`src/rtl/register_file_if.sv`:
```
// Register-file access bundle: one write port and two read ports.
// The datapath drives through master; the storage array sits behind slave.
interface register_file_if #(
  parameter int WIDTH      = 8,
  parameter int ADDR_WIDTH = 3
);
  logic                  clear;
  logic                  load;
  logic [ADDR_WIDTH-1:0] waddr;
  logic [WIDTH-1:0]      data_in;
  logic [ADDR_WIDTH-1:0] raddr_a;
  logic [WIDTH-1:0]      data_out_a;
  logic [ADDR_WIDTH-1:0] raddr_b;
  logic [WIDTH-1:0]      data_out_b;

  modport master (
    output clear, load, waddr, data_in, raddr_a, raddr_b,
    input  data_out_a, data_out_b
  );

  modport slave (
    input  clear, load, waddr, data_in, raddr_a, raddr_b,
    output data_out_a, data_out_b
  );
endinterface

```
`src/rtl/register_file.sv`:
```
// 2**ADDR_WIDTH x WIDTH register file: one synchronous write port, two
// combinational read ports, optional hardwired-zero entry 0 and write bypass.
module register_file_rd_port #(
  parameter int WIDTH      = 8,
  parameter int ADDR_WIDTH = 3,
  parameter int ZERO_REG   = 0
) (
  input  logic [(1<<ADDR_WIDTH)-1:0][WIDTH-1:0] mem,
  input  logic [ADDR_WIDTH-1:0]                 raddr,
  input  logic [ADDR_WIDTH-1:0]                 waddr,
  input  logic                                  byp_en,
  input  logic [WIDTH-1:0]                      wdata,
  output logic [WIDTH-1:0]                      rdata
);
  // Zero entry wins over bypass so entry 0 never leaks write data.
  always_comb begin
    rdata = mem[raddr];
    if (byp_en && (raddr == waddr)) rdata = wdata;
    if ((ZERO_REG != 0) && (raddr == '0)) rdata = '0;
  end
endmodule

module register_file #(
  parameter int WIDTH      = 8,
  parameter int ADDR_WIDTH = 3,
  parameter int ZERO_REG   = 0,
  parameter int BYPASS     = 0
) (
  input logic               clk,
  input logic               rst,
  register_file_if.slave    bus
);
  localparam int DEPTH     = 1 << ADDR_WIDTH;
  localparam int NUM_PORTS = 2;

  logic [DEPTH-1:0][WIDTH-1:0]          mem;
  logic                                 wr_ok;
  logic                                 wr_en;
  logic                                 byp_en;
  logic [NUM_PORTS-1:0][ADDR_WIDTH-1:0] raddr;
  logic [NUM_PORTS-1:0][WIDTH-1:0]      rdata;

  // A write is live only when neither reset nor clear is claiming the edge.
  assign wr_ok  = bus.load && !rst && !bus.clear;
  assign wr_en  = wr_ok && !((ZERO_REG != 0) && (bus.waddr == '0));
  assign byp_en = (BYPASS != 0) && wr_ok;

  always_ff @(posedge clk) begin
    if (rst || bus.clear) mem <= '0;
    else if (wr_en)       mem[bus.waddr] <= bus.data_in;
  end

  assign raddr[0]       = bus.raddr_a;
  assign raddr[1]       = bus.raddr_b;
  assign bus.data_out_a = rdata[0];
  assign bus.data_out_b = rdata[1];

  for (genvar p = 0; p < NUM_PORTS; p++) begin : g_rd
    register_file_rd_port #(
      .WIDTH      (WIDTH),
      .ADDR_WIDTH (ADDR_WIDTH),
      .ZERO_REG   (ZERO_REG)
    ) u_rd (
      .mem    (mem),
      .raddr  (raddr[p]),
      .waddr  (bus.waddr),
      .byp_en (byp_en),
      .wdata  (bus.data_in),
      .rdata  (rdata[p])
    );
  end
endmodule

```
`src/flat_wrapper.sv`:
```
// flat-port wrapper written by rule: the top's interface ports become plain ports
module register_file_flat 
#(
  parameter int WIDTH      = 8,
  parameter int ADDR_WIDTH = 3,
  parameter int ZERO_REG   = 0,
  parameter int BYPASS     = 0
)
  (clk, rst, bus_clear, bus_load, bus_waddr, bus_data_in, bus_raddr_a, bus_raddr_b, bus_data_out_a, bus_data_out_b);
  register_file_if #(.WIDTH(WIDTH), .ADDR_WIDTH(ADDR_WIDTH)) bus_i ();
  input logic clk;
  input logic rst;
  input wire logic [$bits(bus_i.clear)-1:0] bus_clear;
  input wire logic [$bits(bus_i.load)-1:0] bus_load;
  input wire logic [$bits(bus_i.waddr)-1:0] bus_waddr;
  input wire logic [$bits(bus_i.data_in)-1:0] bus_data_in;
  input wire logic [$bits(bus_i.raddr_a)-1:0] bus_raddr_a;
  input wire logic [$bits(bus_i.raddr_b)-1:0] bus_raddr_b;
  output wire logic [$bits(bus_i.data_out_a)-1:0] bus_data_out_a;
  output wire logic [$bits(bus_i.data_out_b)-1:0] bus_data_out_b;
  assign bus_i.clear = bus_clear;
  assign bus_i.load = bus_load;
  assign bus_i.waddr = bus_waddr;
  assign bus_i.data_in = bus_data_in;
  assign bus_i.raddr_a = bus_raddr_a;
  assign bus_i.raddr_b = bus_raddr_b;
  assign bus_data_out_a = bus_i.data_out_a;
  assign bus_data_out_b = bus_i.data_out_b;
  register_file #(.WIDTH(WIDTH), .ADDR_WIDTH(ADDR_WIDTH), .ZERO_REG(ZERO_REG), .BYPASS(BYPASS)) u_core (.clk(clk), .rst(rst), .bus(bus_i));
endmodule
```
`config.mk`:
```
export PLATFORM = sky130hd
export DESIGN_NAME = register_file_flat
export DESIGN_NICKNAME = d
export VERILOG_FILES = /design/src/rtl/register_file_if.sv /design/src/rtl/register_file.sv /design/src/flat_wrapper.sv
export SDC_FILE = /design/constraint.sdc
export NUM_CORES = 1
export LEC_CHECK = 0
export CORE_MARGIN = 5
export CORE_UTILIZATION = 40
export CTS_CLUSTER_DIAMETER = 200
export DETAILED_ROUTE_END_ITERATION = 10
export HOLD_SLACK_MARGIN = 0.12
export PLACE_DENSITY = 0.56
export SYNTH_ARGS = -nofsm -noshare
export SYNTH_HDL_FRONTEND = slang
export SYNTH_SLANG_ARGS = --single-unit
```
`constraint.sdc`:
```
create_clock -name clk -period 4.5 [get_ports clk]
set_input_delay 0.9 -clock clk [delete_from_list [all_inputs] [get_ports clk]]
set_output_delay 0.9 -clock clk [all_outputs]
set_load 0.01 [all_outputs]
```
==> results of run 1 <==
## power groups by stage
stage / Combinational (mW) / Clock, mW / Sequential, mW
finish: 0.106 / 0.469 / 0.575
CTS: 0.107 / 0.479 / 0.574
floorplan: 0.0705 / 0 / 0.586
global placement: 0.106 / 0 / 0.587
detailed placement: 0.106 / 0 / 0.587
global route: 0.113 / 0.510 / 0.575
## layout by cell type (no fill, tap or decap)
master | netlist | layout
dfxtp_1 | 64 | 64
a22o_1 | 56 | 56
clkdlybuf4s50_1 | 0 | 36
mux4_2 | 32 | 32
mux2_2 | 16 | 16
clkbuf_8 | 1 | 9
a22o_2 | 8 | 8
buf_4 | 2 | 6
a31oi_1 | 4 | 4
nor2b_1 | 3 | 3
a21oi_1 | 3 | 3
nor2_2 | 3 | 3
clkbuf_1 | 0 | 3
clkinv_2 | 0 | 3
nand2b_1 | 2 | 2
nand2_1 | 2 | 2
nor3_2 | 2 | 2
or2_2 | 1 | 1
or4b_4 | 1 | 1
nor2_1 | 1 | 1
nor4_2 | 1 | 1
nor3_4 | 1 | 1
a41oi_1 | 1 | 1
nor3_1 | 1 | 1
bufinv_16 | 0 | 1
## through the flow
step / setup slack, ns / std cells / util / hold slack, ns
finish: 0.610 / 362 / 0.477 / 0.501
floorplan: 1.46 / 223 / - / 0.461
CTS: 0.565 / 362 / 0.477 / 0.503
global placement: 0.577 / 346 / 0.454 / 0.475
global route: 0.496 / 362 / 0.477 / 0.525
detailed placement: 0.563 / 346 / 0.454 / 0.482
## path summary, 6_finish.rpt
check	slack, ns	endpoint	cells past startpoint	from
worst min register to register	0.50	u_core.mem[55]	1	u_core.mem[55]
worst max register to register	3.82	u_core.mem[58]	1	u_core.mem[58]
worst min-delay path	0.50	u_core.mem[55]	1	u_core.mem[55]
worst max-delay path	0.61	bus_data_out_a[2]	5	bus_raddr_a[0]
## worst max-delay path, delay by kind of cell
family,cells,cell delay (ns)
buf+inv,3,1.25
mux,2,0.83
## metal layers
layer	track usage	vias to the layer above
met5	0	-
met4	0.0831	0
met3	0.0407	20
met2	0.281	62
met1	0.239	1118
li1	-	983
## synth_stat cells, types with 3 or more instances
master,count,share of area
mux4_2,32,0.23
a22o_1,56,0.16
buf_2,3,0.0048
nor2_2,3,0.0060
clkdlybuf4s25_2,8,0.026
buf_1,4,0.0048
nor2b_1,3,0.0060
a31oi_1,4,0.0081
a22o_2,8,0.026
a21oi_1,3,0.0048
dfxtp_1,64,0.41
mux2_2,16,0.058
## area by class of cell
type                            instances  share of cell area
Sequential cell                        64               0.351
Timing Repair Buffer                   42               0.111
Tap cell                              102              0.0350
Multi-Input combinational cell        138               0.454
Clock inverter                          4              0.0123
Clock buffer                           12              0.0370
## cell families (layout without fill, tap and decap cells)
kind of cell / after synthesis / in the layout / share of synthesized area
multiplexers: 48 / 48 / 0.290
AO/OA/AOI/OAI: 72 / 72 / 0.200
AND/OR/NAND/NOR: 18 / 18 / 0.0435
flip-flops: 64 / 64 / 0.413
buffers and inverters: 21 / 58 / 0.0536
==> summary.md, run 1 <==
| Metric | Value |
|---|---|
| Post-place instance area | `around 0.0035 sq mm` |
| Clock Sinks | `64` |
| Final Hold Violating Endpoints | `0` |
| Mapped Area | `approximately 0.0031 sq mm` |
| Count of unresolved DRC violations after routing | `0` |
| Biggest registers after layout | `u_core.mem x64` |
| Critical path class | `in -> out` |
| Min Tclk post-route | `just under 4 ns` |
| Clock tree from TritonCTS | `built` |
| YS warnings | `0` |
| Gates resized, CTS repair | `0` |
| Syn Inst Count | `around 220` |
| Worst path required time | `between 3 and 4 ns` |
| Half-perimeter wire length of the detailed placement result | `between 5 and 6 mm` |
| Die footprint | `0.00962 sq mm` |
| Delay contributed by the slowest stage of the critical path | `between 0.5 and 0.6 ns` |
| Net Sw Frac | `0.243` |
| Detailed-router iteration count before antenna repair | `4` |
| First DRT Iteration DRCs | `80` |
| Proportion of power drawn by combinational gates | `0.092` |
| Critical Path Slowest Stage Cell | `mux4_2` |
| Max VDD drop | `between 0.0001 and 0.00015 V` |
| Detailed-routing wirelength on met1 | `~3.6 mm` |
| Total wire length after detailed routing | `8.26 mm` |
| Clock root buffer | `clkbuf_8` |
| Pwr per Cell Area | `roughly 310 mW/mm^2` |
| Total Power Consumption | `~1.1 mW` |
| Net count, final | `between 200 and 300` |
| Clock group share of total power | `0.408` |
| Starting density of the core | `0.406` |
| Total negative setup slack | `0 ns` |
| Kind of launch point of the worst setup path | `input port` |
| ANT cells | `0` |
| Switching component of the power | `between 200 and 300 uW` |
| Sequential-to-total area share from yosys stat | `0.413` |
| Wire length on met3 | `between 300 and 400 um` |
| Main synth FF type | `dfxtp_1` |
| Synth cell types | `26` |
| Post-CTS Setup Bufs | `0` |
| Gpl congestion | `between 0.7 and 0.8` |
| Remaining global-route overflow | `0` |
| Maximum clock frequency | `0.257 GHz` |
| Uppermost signal routing layer after detailed routing | `met4` |
| Ordered list of cells on the worst path | `clkdlybuf4s50_1 -> buf_4 -> mux4_2 -> mux2_2 -> clkdlybuf4s50_1` |
| Category of the worst setup path capture point | `output pin` |
| Detailed-route vias per instance | `a little over 6` |
| Vias | `between 2000 and 2500` |
| FF+latch count, synth | `64` |
| Relative area change from synthesis to final layout | `17.6%` |
| Floorplan row count | `32` |
| Async set or reset register ratio after synthesis | `0` |
| Area of combinational cells with multiple inputs | `between 0.0015 and 0.002 sq mm` |
| Number of max-slew violations in the final report | `0` |
| Clock edge transition at the registers on the reported setup and hold paths | `about 0.060 ns` |
| # H-tree levels | `3` |
| Drt wl/cell | `~23 um` |
| Antenna-violating nets left | `0` |
| Register ranked first by flip-flop count | `u_core.mem` |
| Outcome | `complete, no violations` |
| Port Buffer Count | `36` |
| Crit-path most repeated cell | `clkdlybuf4s50_1` |
| Number of enable-type register cells in the synthesized netlist | `0` |
| Actual transition at the worst max-transition pin | `1.15 ns` |
| Global-route wire length before repair | `about 13 mm` |
| Setup violation total in the final timing report | `0` |
| Inserted Clock Buffers | `9` |
| Hold Crit Class | `reg -> reg` |
| Average cell area after synthesis | `between 10 and 15 sq um` |
| Via count of the first global-routing pass | `about 2300` |
| Largest net degree at the start of global routing | `17` |
| Biggest fanout along the worst timing path | `16` |
| Syn Nets | `roughly 240` |
| Static Leak | `around 1.3 nW` |
| Ratio of cells with drive above 1 in the final layout | `0.323` |
| Crit path arrival time | `roughly 3.0 ns` |
| Filler cells | `696` |
| Slew Limit Headroom | `0.229` |
| Number of antenna violations at the first check in global routing | `0` |
| Maximum Capacitance Violations | `0` |
| RSZ-0062 raised after global routing | `false` |
| Die span in y | `around 100 um` |
| Die extent in x | `between 90 and 100 um` |
| Crit share post-route | `0.865` |
| Clock latency reported for the late side of the worst-skew pair | `roughly 0.33 ns` |
| Cts hold-fix bufs | `0` |
| Detail Route met2 WL | `4.03 mm` |
| Post-route clock skew | `0 ns` |
| Num ports | `37` |
| Total Routing Usage GR | `0.180` |
| Fraction of power consumed by sequential logic | `0.500` |
| Sequential cell area | `around 0.0013 sq mm` |
| Finished Cell Area | `roughly 0.0036 sq mm` |
| Internal power component | `~870 uW` |
| Placeable core area | `around 0.0076 sq mm` |
| Number of flip-flops under the largest register name | `64` |
| Deepest clock path buffer count | `2` |
Note: power is estimated with default switching activity, not from simulation.
==> run 2, diff against run 1 <==
ABC_CLOCK_PERIOD_IN_PS = 4500   (was unset)
==> results of run 2 <==
Same layout as run 1: the final DEF is identical, and so are final timing and power.
